**config.mk**
```make
export PLATFORM = sky130hd
export DESIGN_NAME = ex_muldiv_unit
export DESIGN_NICKNAME = d
export VERILOG_FILES = /design/src/rtl/muldiv_pkg.sv /design/src/rtl/muldiv_div_core.sv /design/src/rtl/ex_muldiv_unit.sv
export SDC_FILE = /design/constraint.sdc
export NUM_CORES = 2
export LEC_CHECK = 0
export CAP_MARGIN = 20
export CORE_ASPECT_RATIO = 0.75
export CORE_MARGIN = 1.5
export CORE_UTILIZATION = 42
export CTS_CLUSTER_DIAMETER = 60
export DETAILED_ROUTE_END_ITERATION = 12
export MAX_ROUTING_LAYER = met4
export PLACE_DENSITY = 0.66
export RECOVER_POWER = 100
export SYNTH_ARGS = -nofsm -noshare
export SYNTH_HDL_FRONTEND = slang
export SYNTH_HIERARCHICAL = 1
export SYNTH_SLANG_ARGS = --single-unit
```
**constraint.sdc**
```tcl
create_clock -name clk -period 13.41 [get_ports clk]
set_input_delay 2.682 -clock clk [delete_from_list [all_inputs] [get_ports clk]]
set_output_delay 2.682 -clock clk [all_outputs]
set_load 0.01 [all_outputs]
```
**src/rtl/muldiv_pkg.sv**
```systemverilog
// Shared types and decode helpers for the RV32M multiply/divide unit.
package muldiv_pkg;

    localparam int unsigned DIV_CYCLES = 32;

    typedef enum logic [2:0] {
        MD_MUL    = 3'd0,
        MD_MULH   = 3'd1,
        MD_MULHSU = 3'd2,
        MD_MULHU  = 3'd3,
        MD_DIV    = 3'd4,
        MD_DIVU   = 3'd5,
        MD_REM    = 3'd6,
        MD_REMU   = 3'd7
    } md_op_e;

    typedef enum logic [1:0] {
        ST_IDLE = 2'd0,
        ST_MUL  = 2'd1,
        ST_DIV  = 2'd2,
        ST_DONE = 2'd3
    } md_state_e;

    // Divide/remainder class occupies the upper half of the opcode space.
    function automatic logic is_div(input md_op_e op);
        return op[2];
    endfunction

    // Remainder ops return the remainder instead of the quotient.
    function automatic logic is_rem(input md_op_e op);
        return (op == MD_REM) || (op == MD_REMU);
    endfunction

    // rs1 treated as two's complement.
    function automatic logic is_signed_a(input md_op_e op);
        return (op == MD_MULH) || (op == MD_MULHSU) || (op == MD_DIV) || (op == MD_REM);
    endfunction

    // rs2 treated as two's complement.
    function automatic logic is_signed_b(input md_op_e op);
        return (op == MD_MULH) || (op == MD_DIV) || (op == MD_REM);
    endfunction

endpackage

```
**src/rtl/muldiv_div_core.sv**
```systemverilog
// Iterative restoring radix-2 divider on unsigned magnitudes, one quotient bit per cycle.
// The first iteration happens on the load edge so that 'done' pulses in the cycle
// where the final quotient/remainder are already registered.
module muldiv_div_core
    import muldiv_pkg::*;
#(
    parameter int unsigned W = 32
) (
    input  logic         clk,
    input  logic         nrst,
    input  logic         flush,
    input  logic         load,
    input  logic [W-1:0] dividend,
    input  logic [W-1:0] divisor,
    output logic         done,
    output logic [W-1:0] quotient,
    output logic [W-1:0] remainder
);

    localparam int unsigned CNT_W = $clog2(DIV_CYCLES);

    logic [W-1:0]     quo_q;
    logic [W-1:0]     rem_q;
    logic [W-1:0]     dvs_q;
    logic [CNT_W-1:0] cnt_q;
    logic             active_q;
    logic             done_q;

    // One restoring step: shift in the next dividend bit, subtract if it fits.
    function automatic logic [2*W-1:0] div_step(input logic [W-1:0] r,
                                                input logic [W-1:0] q,
                                                input logic [W-1:0] d);
        logic [W:0]   sh;
        logic [W+1:0] diff;
        sh   = {r, q[W-1]};
        diff = {1'b0, sh} - {2'b00, d};
        if (diff[W+1]) begin
            return {sh[W-1:0], q[W-2:0], 1'b0};
        end
        return {diff[W-1:0], q[W-2:0], 1'b1};
    endfunction

    // Iteration state: quotient shifts in from the dividend register, count tracks steps.
    always_ff @(posedge clk) begin
        if (!nrst) begin
            quo_q    <= '0;
            rem_q    <= '0;
            dvs_q    <= '0;
            cnt_q    <= '0;
            active_q <= 1'b0;
            done_q   <= 1'b0;
        end else if (flush) begin
            quo_q    <= '0;
            rem_q    <= '0;
            dvs_q    <= '0;
            cnt_q    <= '0;
            active_q <= 1'b0;
            done_q   <= 1'b0;
        end else if (load) begin
            {rem_q, quo_q} <= div_step('0, dividend, divisor);
            dvs_q    <= divisor;
            cnt_q    <= CNT_W'(1);
            active_q <= 1'b1;
            done_q   <= 1'b0;
        end else if (active_q) begin
            {rem_q, quo_q} <= div_step(rem_q, quo_q, dvs_q);
            cnt_q    <= cnt_q + CNT_W'(1);
            if (cnt_q == CNT_W'(DIV_CYCLES - 1)) begin
                active_q <= 1'b0;
                done_q   <= 1'b1;
            end
        end else begin
            done_q <= 1'b0;
        end
    end

    assign done      = done_q;
    assign quotient  = quo_q;
    assign remainder = rem_q;

endmodule

```
**src/rtl/ex_muldiv_unit.sv**
```systemverilog
// Execute-stage RV32M multiply/divide unit; stalls the D/E register while working.
module ex_muldiv_unit
    import muldiv_pkg::*;
#(
    parameter int unsigned XLEN = 32
) (
    input  logic            clk,
    input  logic            nrst,
    input  logic            start,
    input  logic [2:0]      op,
    input  logic [XLEN-1:0] operand1,
    input  logic [XLEN-1:0] operand2,
    input  logic            flush,
    input  logic            hold,
    output logic            stall_req,
    output logic            busy,
    output logic            result_valid,
    output logic [XLEN-1:0] result
);

    md_state_e       state_q;
    md_op_e          op_q;
    logic [XLEN-1:0] a_q;
    logic [XLEN-1:0] b_q;
    logic            q_neg_q;
    logic            r_neg_q;
    logic [XLEN-1:0] result_q;
    logic            result_valid_q;
    logic            busy_q;

    md_op_e            op_in;
    logic              div_by_zero;
    logic              div_ovf;
    logic              special;
    logic [XLEN-1:0]   special_res;
    logic [XLEN-1:0]   dvd_mag;
    logic [XLEN-1:0]   dvs_mag;
    logic              div_load;
    logic [2*XLEN-1:0] a_ext;
    logic [2*XLEN-1:0] b_ext;
    logic [2*XLEN-1:0] prod;
    logic [XLEN-1:0]   mul_res;
    logic [XLEN-1:0]   div_res;
    logic              div_done;
    logic [XLEN-1:0]   div_quo;
    logic [XLEN-1:0]   div_rem;

    // Capture-time decode: special divide cases and operand magnitudes for the core.
    always_comb begin
        op_in       = md_op_e'(op);
        div_by_zero = (operand2 == '0);
        div_ovf     = is_signed_b(op_in) && (operand1 == {1'b1, {(XLEN-1){1'b0}}})
                      && (operand2 == '1);
        special     = is_div(op_in) && (div_by_zero || div_ovf);
        if (div_by_zero) begin
            special_res = is_rem(op_in) ? operand1 : '1;
        end else begin
            special_res = is_rem(op_in) ? '0 : operand1;
        end
        dvd_mag  = (is_signed_a(op_in) && operand1[XLEN-1]) ? -operand1 : operand1;
        dvs_mag  = (is_signed_b(op_in) && operand2[XLEN-1]) ? -operand2 : operand2;
        div_load = (state_q == ST_IDLE) && start && !flush && is_div(op_in) && !special;
    end

    // Hazard request: covers the issue cycle plus every busy compute cycle.
    always_comb begin
        stall_req = ((state_q == ST_IDLE) && start && !flush)
                    || (state_q == ST_MUL) || (state_q == ST_DIV);
    end

    // Full-width product on extended operands; low or high half selected by op.
    always_comb begin
        a_ext   = is_signed_a(op_q) ? {{XLEN{a_q[XLEN-1]}}, a_q} : {{XLEN{1'b0}}, a_q};
        b_ext   = is_signed_b(op_q) ? {{XLEN{b_q[XLEN-1]}}, b_q} : {{XLEN{1'b0}}, b_q};
        prod    = a_ext * b_ext;
        mul_res = (op_q == MD_MUL) ? prod[XLEN-1:0] : prod[2*XLEN-1:XLEN];
    end

    // Sign fixup: quotient negative on sign mismatch, remainder follows dividend.
    always_comb begin
        div_res = is_rem(op_q) ? (r_neg_q ? -div_rem : div_rem)
                               : (q_neg_q ? -div_quo : div_quo);
    end

    muldiv_div_core #(
        .W(XLEN)
    ) u_div (
        .clk      (clk),
        .nrst     (nrst),
        .flush    (flush),
        .load     (div_load),
        .dividend (dvd_mag),
        .divisor  (dvs_mag),
        .done     (div_done),
        .quotient (div_quo),
        .remainder(div_rem)
    );

    // Control FSM with registered result, valid and busy.
    always_ff @(posedge clk) begin
        if (!nrst) begin
            state_q        <= ST_IDLE;
            op_q           <= MD_MUL;
            a_q            <= '0;
            b_q            <= '0;
            q_neg_q        <= 1'b0;
            r_neg_q        <= 1'b0;
            result_q       <= '0;
            result_valid_q <= 1'b0;
            busy_q         <= 1'b0;
        end else if (flush) begin
            state_q        <= ST_IDLE;
            result_q       <= '0;
            result_valid_q <= 1'b0;
            busy_q         <= 1'b0;
        end else begin
            case (state_q)
                ST_IDLE: begin
                    if (start) begin
                        op_q    <= op_in;
                        a_q     <= operand1;
                        b_q     <= operand2;
                        q_neg_q <= is_signed_a(op_in) && (operand1[XLEN-1] ^ operand2[XLEN-1]);
                        r_neg_q <= is_signed_a(op_in) && operand1[XLEN-1];
                        busy_q  <= 1'b1;
                        if (!is_div(op_in)) begin
                            state_q <= ST_MUL;
                        end else if (special) begin
                            state_q        <= ST_DONE;
                            result_q       <= special_res;
                            result_valid_q <= 1'b1;
                        end else begin
                            state_q <= ST_DIV;
                        end
                    end
                end
                ST_MUL: begin
                    state_q        <= ST_DONE;
                    result_q       <= mul_res;
                    result_valid_q <= 1'b1;
                end
                ST_DIV: begin
                    if (div_done) begin
                        state_q        <= ST_DONE;
                        result_q       <= div_res;
                        result_valid_q <= 1'b1;
                    end
                end
                ST_DONE: begin
                    if (!hold) begin
                        state_q        <= ST_IDLE;
                        result_valid_q <= 1'b0;
                        busy_q         <= 1'b0;
                    end
                end
                default: state_q <= ST_IDLE;
            endcase
        end
    end

    assign busy         = busy_q;
    assign result_valid = result_valid_q;
    assign result       = result_q;

endmodule
```
After elaboration in Yosys (flattened, before gate mapping)
Index checks and enable logic that the tools add are counted.
{"block": "op_classes", "addsub": 7, "mul": 1, "n_eq_ne": 21, "muxes": 52, "bitwise_logic": 4, "reduce_logical": 41}
{"op": "32-bit two-way mux", "count": 17}
{"op": "64-bit two-way mux", "count": 6}
{"op": "32-bit negation", "count": 4}
{"op": "32-bit one-hot mux with 3 select lines", "count": 1}
{"op": "32-bit equality test (second input constant)", "count": 2}
{"op": "64-bit by 64-bit multiplier with 64-bit output", "count": 1}
{"op": "33-bit by 32-bit subtractor with 34-bit output", "count": 1}
{"op": "1-bit by 32-bit subtractor with 33-bit output", "count": 1}
{"op": "32-bit zero test", "count": 1}
{"op": "1-bit two-way mux", "count": 21}
{"op": "3-bit equality test (second input constant)", "count": 6}
{"op": "1-bit logical OR", "count": 15}
{"op": "1-bit logical AND", "count": 10}
{"op": "5-bit AND reduction", "count": 2}
{"op": "3-bit AND reduction", "count": 3}
{"op": "2-bit two-way mux", "count": 4}
{"op": "2-bit != test (second input constant)", "count": 4}
{"op": "2-bit one-hot mux with 4 select lines", "count": 1}
{"op": "3-bit by 1-bit equality test with 1-bit output (second input constant)", "count": 2}
{"op": "3-bit by 2-bit equality test with 1-bit output (second input constant)", "count": 2}
{"op": "5-bit by 1-bit adder with 5-bit output (second input constant)", "count": 1}
{"op": "5-bit equality test (second input constant)", "count": 1}
{"op": "2-bit equality test (second input constant)", "count": 2}
{"op": "1-bit one-hot mux with 4 select lines", "count": 1}
{"op": "13 further kinds", "count": 17}
{"block": "totals", "reg_bits": 208, "inputBits": 72, "output_inout_bits": 35}

Logic depth before layout (Yosys ltp)
{"block": "depth", "depth_word": 15, "ltp_mapped": 39, "ltp_nobuf": 36}

By module
The synthesis kept the hierarchy.
{"mod": "ex_muldiv_unit", "instances": 1, "cells_each": 6289, "area_per_inst_um2": 55625.8, "seq_area_each_um2": 2102.0}
{"mod": "muldiv_div_core", "instances": 1, "cells_each": 795, "area_per_inst_um2": 6268.5, "seq_area_each_um2": 2062.0}

Worst setup path after synthesis
Ideal clock, no wire load.
{"block": "synth_path", "path_kind": "reg2reg", "start": "register op_q[2]", "end": "register result_q[28] (netlist: result[28])", "setup_ns": 0.131, "arrival_ns": 9.952, "t_required_ns": 13.279, "slack_ns": 3.327, "stages_incl_launch_ff": 35, "period_less_slack_ns": 10.083, "cell_sequence": "dfxtp_1 clkbuf_1 or3_1 and3_1 clkbuf_1 clkbuf_1 clkbuf_1 nand2_1 fa_1 fa_1 inv_1 fa_1 inv_1 fa_1 inv_1 fa_1 fa_1 fa_1 fa_1 fa_1 inv_1 fa_1 inv_1 ha_1 clkbuf_1 a21o_1 a21o_1 a21o_1 a21o_1 a21o_1 a21o_1 a211o_1 a21boi_0 o311ai_0 a21oi_1"}
{"block": "synth_between", "elab_chain_cells": 8, "elab_cells_between_ends": 19, "classes_between": "mul (1); eq/ne (5); mux (6); reduce/logical (7)"}
{"element": "from (decl)", "line": "ex_muldiv_unit.sv:22", "source": "md_op_e op_q;"}
{"element": "from (signal assigned)", "line": "ex_muldiv_unit.sv:120", "source": "op_q <= op_in;"}
{"element": "3-bit by 1-bit equality test with 1-bit output or 3-bit by 2-bit equality test with 1-bit output (tied branches)", "line": "muldiv_pkg.sv:36, muldiv_pkg.sv:41"}
{"element": "1-bit logical OR (3 in a row)", "line": "muldiv_pkg.sv:36", "source": "return (op == MD_MULH) || (op == MD_MULHSU) || (op == MD_DIV) || (op == MD_REM);"}
{"element": "64-bit two-way mux", "line": "ex_muldiv_unit.sv:73", "source": "a_ext = is_signed_a(op_q) ? {{XLEN{a_q[XLEN-1]}}, a_q} : {{XLEN{1'b0}}, a_q};"}
{"element": "64-bit by 64-bit multiplier with 64-bit output", "line": "ex_muldiv_unit.sv:75", "source": "prod = a_ext * b_ext;"}
{"element": "32-bit two-way mux", "line": "ex_muldiv_unit.sv:76", "source": "mul_res = (op_q == MD_MUL) ? prod[XLEN-1:0] : prod[2*XLEN-1:XLEN];"}
{"element": "32-bit one-hot mux with 3 select lines (*)", "line": "ex_muldiv_unit.sv:117", "source": "case (state_q)"}
{"element": "to (signal assigned)", "line": "ex_muldiv_unit.sv:130", "source": "result_q <= special_res;"}
{"element": "to (signal assigned)", "line": "ex_muldiv_unit.sv:139", "source": "result_q <= mul_res;"}
{"element": "to (signal assigned)", "line": "ex_muldiv_unit.sv:145", "source": "result_q <= div_res;"}
{"element": "to (decl)", "line": "ex_muldiv_unit.sv:27", "source": "logic [XLEN-1:0] result_q;"}
Mark *: on every way between the ends. The rest lies on a longest branch, timed or not. The select of a mux whose other input is x is not followed.
A chain may end at the register's enable or synchronous reset.

Final worst setup path
{"block": "layout_path", "start": "register b_q[7]", "end": "register result_q[28] (netlist: result[28])"}
{"block": "layout_between", "elab_chain_cells": 4}
{"element": "from (decl)", "line": "ex_muldiv_unit.sv:24", "source": "logic [XLEN-1:0] b_q;"}
{"element": "from (signal assigned)", "line": "ex_muldiv_unit.sv:122", "source": "b_q <= operand2;"}
{"element": "64-bit two-way mux", "line": "ex_muldiv_unit.sv:74", "source": "b_ext = is_signed_b(op_q) ? {{XLEN{b_q[XLEN-1]}}, b_q} : {{XLEN{1'b0}}, b_q};"}
{"element": "64-bit by 64-bit multiplier with 64-bit output", "line": "ex_muldiv_unit.sv:75"}
{"element": "32-bit two-way mux", "line": "ex_muldiv_unit.sv:76"}
{"element": "32-bit one-hot mux with 3 select lines", "line": "ex_muldiv_unit.sv:117"}
No other way between the ends.

==> impl_results.md <==
- Outcome: finished with violations
- Violated checks: capacitance limit, slew limit
- Relative slew slack: -128%
- DIE WIDTH: 446 um
- Hold Path Class: flop to flop
- Clock tree buffer depth: 3
- CTS H-tree lvls: 1
- Final setup viols: 0
- Worst Skew: 0.0209 ns
- # port buffers: 106
- Sequential share of the synthesized area: 6.73%
- Crit path arrival time: 12.20 ns
- Finished Core Util: 45.1%
- Via count: 48800
- Worst-path clk slew: 0.06 ns
- CP required: 13.86 ns
- Peak fanout along the critical path: 22
- Fmax achieved: 85.1 MHz
- Worst Setup Start Kind: flop
- I/O Pins: 107
- Nets@finish: 8795
- First-pass GRT wire length: 316000 um
- Root buf cell: clkbuf_16
- Psw: 0.00117 W
- Syn_area_per_cell: 8.74 um2
- Period utilisation layout: 87.6%
- Total CTS buffers: 29
- Cts hold-fix bufs: 0
- Clock insertion delay at the later pin of the skew report: 0.59 ns
- Sequential power share: 25.9%
- Final Critical Period: 11.75 ns
- Unrepaired setup endpoints after global routing: no
- Part of the power in the clock network: 29.5%
- Overflow after GRT: 0
- Sw frac: 44.8%
- Cell Int Power: 0.00144 W
- Number of flops mapped to enable cells by yosys: 0
- Mapped Area: 0.0619 mm2
- TritonCTS clock tree: yes
- Aggregate negative setup slack: 0 ns
- Std-Cell Rows: 121
- Final hold violation count: 0
- Final Instance Area: 0.0657 mm2
- Starting Density: 42.5%
- Area contributors post-synth: fa_1 46%, inv_1 9.7%, ha_1 7.2%, dfxtp_1 6.7%, nand2_1 6.5%
- Combinational Power Share: 44.6%
- Detailed Route WL: 206000 um
- Power Density: 39.7 mW/mm2
- Initial antenna violation count: 25
- Placed cell area: 0.0648 mm2
- Synthesis warning total: 6
- Largest net degree at the start of global routing: 75
- Die H: 335 um
- RePlAce Congestion: 1.02
- Post-synth cell types: 88
- Post-CTS Setup Bufs: 0
- Crit path capture type: flop
- Detailed Place HPWL: 169000 um
- Drt initial violations: 5105
- Drt wl/cell: 23.0 um
- Syn Inst Count: 7084
- Routed via count divided by cell count: 5.45
- CTS resizes: 0
- CORE AREA: 0.146 mm2
- Post-DRT Antenna Nets: 0
- CTS sink count: 208
- Cell type with the highest aggregate area in the netlist: fa_1
- FFs w/ async S/R, synth: 0%
- Number of global-route vias before repair: 50200
- VDD IR max: 88.6 uV
- Leakage Power: 32.1 nW
- FF+latch count, synth: 208
- Syn nets: 8929
- Die footprint: 0.150 mm2
- Max-slew violations: 211
- Max-cap violation count: 4
- Layout cell share with drive strength beyond 1: 2.84%
- Measured slew at the worst slew-check pin: 3.41 ns
- Yosys top cell area share: 45.9%
- Synthesis-to-finish area growth: 6.17%
- Prevailing post-synth register cell: dfxtp_1
- Worst setup path category: flop to flop
- # DRC: 0
- TritonRoute pass-1 iters: 8
- Total track usage: 28.9%
-- final timing paths --
kind                 from    endpoint  slack [ns]  cells after the start
setup / recovery   b_q[7]  result[28]        1.66                     25
hold / removal    a_q[30]     a_q[30]        0.47                      2
setup reg to reg   b_q[7]  result[28]        1.66                     25
hold reg to reg   a_q[30]     a_q[30]        0.47                      2
-- final cells by class --
| class | count | area (um2) |
|---|---|---|
| diodes | 13 | 32.5 |
| clock buffers | 33 | 761 |
| clock inverters | 17 | 168 |
| fillers | 14300 | 79900 |
| inverters | 1595 | 5990 |
| multi-input cells | 4903 | 50300 |
| flip-flops and latches | 208 | 4170 |
| well taps | 1968 | 2460 |
| repair buffers | 213 | 1870 |
-- registers in the layout (all words and copies together), names as in the netlist --
signal	flops
result	32
q_neg_q	1
b_q	32
u_div/dvs_q	32
u_div/active_q	1
op_q	3
r_neg_q	1
u_div/quotient	32
busy	1
state_q	2
result_valid	1
u_div/remainder	32
a_q	32
u_div/done	1
u_div/cnt_q	5
-- power groups by stage --
stage / clock network [W] / logic, W / registers, W
6_report: 0.000770 / 0.00116 / 0.000676
5_1_grt: 0.000801 / 0.00126 / 0.000678
4_1_cts: 0.000774 / 0.00114 / 0.000676
3_5_place_dp: 0 / 0.00113 / 0.000689
3_3_place_gp: 0 / 0.00112 / 0.000689
2_1_floorplan: 0 / 0.000733 / 0.000665
-- synth_stat cells, types with 8 or more instances --
library cell / count
xor2_1: 107
a21oi_1: 195
xnor2_1: 149
mux2i_1: 75
and2_1: 395
o21ai_1: 15
fa_1: 1418
o2111ai_1: 11
ha_1: 355
buf_2: 10
nand2_1: 1066
o21a_1: 16
a211oi_1: 17
o211ai_1: 26
nor3_1: 40
clkbuf_1: 331
dfxtp_1: 208
buf_4: 9
a31oi_1: 42
and3_1: 18
or4_1: 14
a21boi_0: 71
nor4_1: 24
or3_1: 23
o21ai_0: 174
o221ai_1: 16
a41oi_1: 8
nand4_1: 32
nor2b_1: 14
a21o_1: 68
or2_2: 10
inv_1: 1595
o31ai_1: 45
o22ai_1: 11
o21bai_1: 10
buf_1: 24
nor2_1: 241
o41ai_1: 14
nand3_1: 53
nand2b_1: 19
-- cells by family after synthesis --
kind of cell	after synthesis	share of synthesized area, %
buffers and inverters	1973	12.1
AO/OA/AOI/OAI	812	8.52
flip-flops	208	6.73
adder cells (fa/ha/maj)	1776	53.1
XOR/XNOR	256	3.62
multiplexers	78	1.27
AND/OR/NAND/NOR	1981	14.7
-- metrics by stage --
stage	hold WS, ns	instances	setup slack [ns]	power [W]
final	0.469	8950	1.66	0.00261
after global routing	0.495	8944	1.27	0.00274
after CTS	0.468	8936	2.63	0.00259
after detailed placement	0.460	8886	2.69	0.00182
after global placement	0.451	8885	2.45	0.00181
after floorplan	0.460	7084	3.33	0.00140
-- metal layers --
layer	GRT usage, %	vias to the layer above	routed length [um]	share of wire, %
li1	-	21100	-	-
met1	40.9	25100	89200	43
met2	41.9	2378	88300	43
met3	6.79	284	22700	11
met4	6.47	0	6100	3.0
met5	-	-	0	0
-- cells in the final DEF, fill, tap and decap left out, drive strengths merged, types with 9 or more instances in the layout --
cell type         n
clkdlybuf4s50    68
nor3             41
mux2i            75
nor4             24
o21bai           10
buf             102
ha              355
o41ai            16
inv            1600
or4              15
o221ai           16
xor2            107
o22ai            11
or2              11
xnor2           149
o2111ai          11
dfxtp           208
and2            397
nor2            241
a31oi            43
o21ai           191
and3             18
a21oi           196
o31ai            45
o211ai           27
nand4            32
diode            13
nand3            53
a21o             68
a211oi           17
a31o              9
or3              23
fa             1418
nand2b           19
nand2          1072
o21a             16
a21boi           72
clkbuf           39
dlygate4sd3      37
nor2b            14
-- worst max-delay path: stages (launching register included) --
cell      delay (ns)
dfxtp_1         0.87
clkbuf_1        1.14
nand2_1         0.37
fa_1            0.65
inv_1           0.07
fa_1            0.48
fa_1            0.50
clkbuf_1        0.64
fa_1            0.57
fa_1            0.54
fa_1            0.44
fa_1            0.50
fa_1            0.51
fa_1            0.54
inv_1           0.07
fa_1            0.50
inv_1           0.04
ha_1            0.44
and3_1          0.28
nand3_1         0.28
nor2_1          0.57
nand3_1         0.15
o21ai_0         0.78
mux2i_1         0.15
o311ai_0        0.37
a21oi_1         0.11
Note: power is estimated with default switching activity, not from simulation.
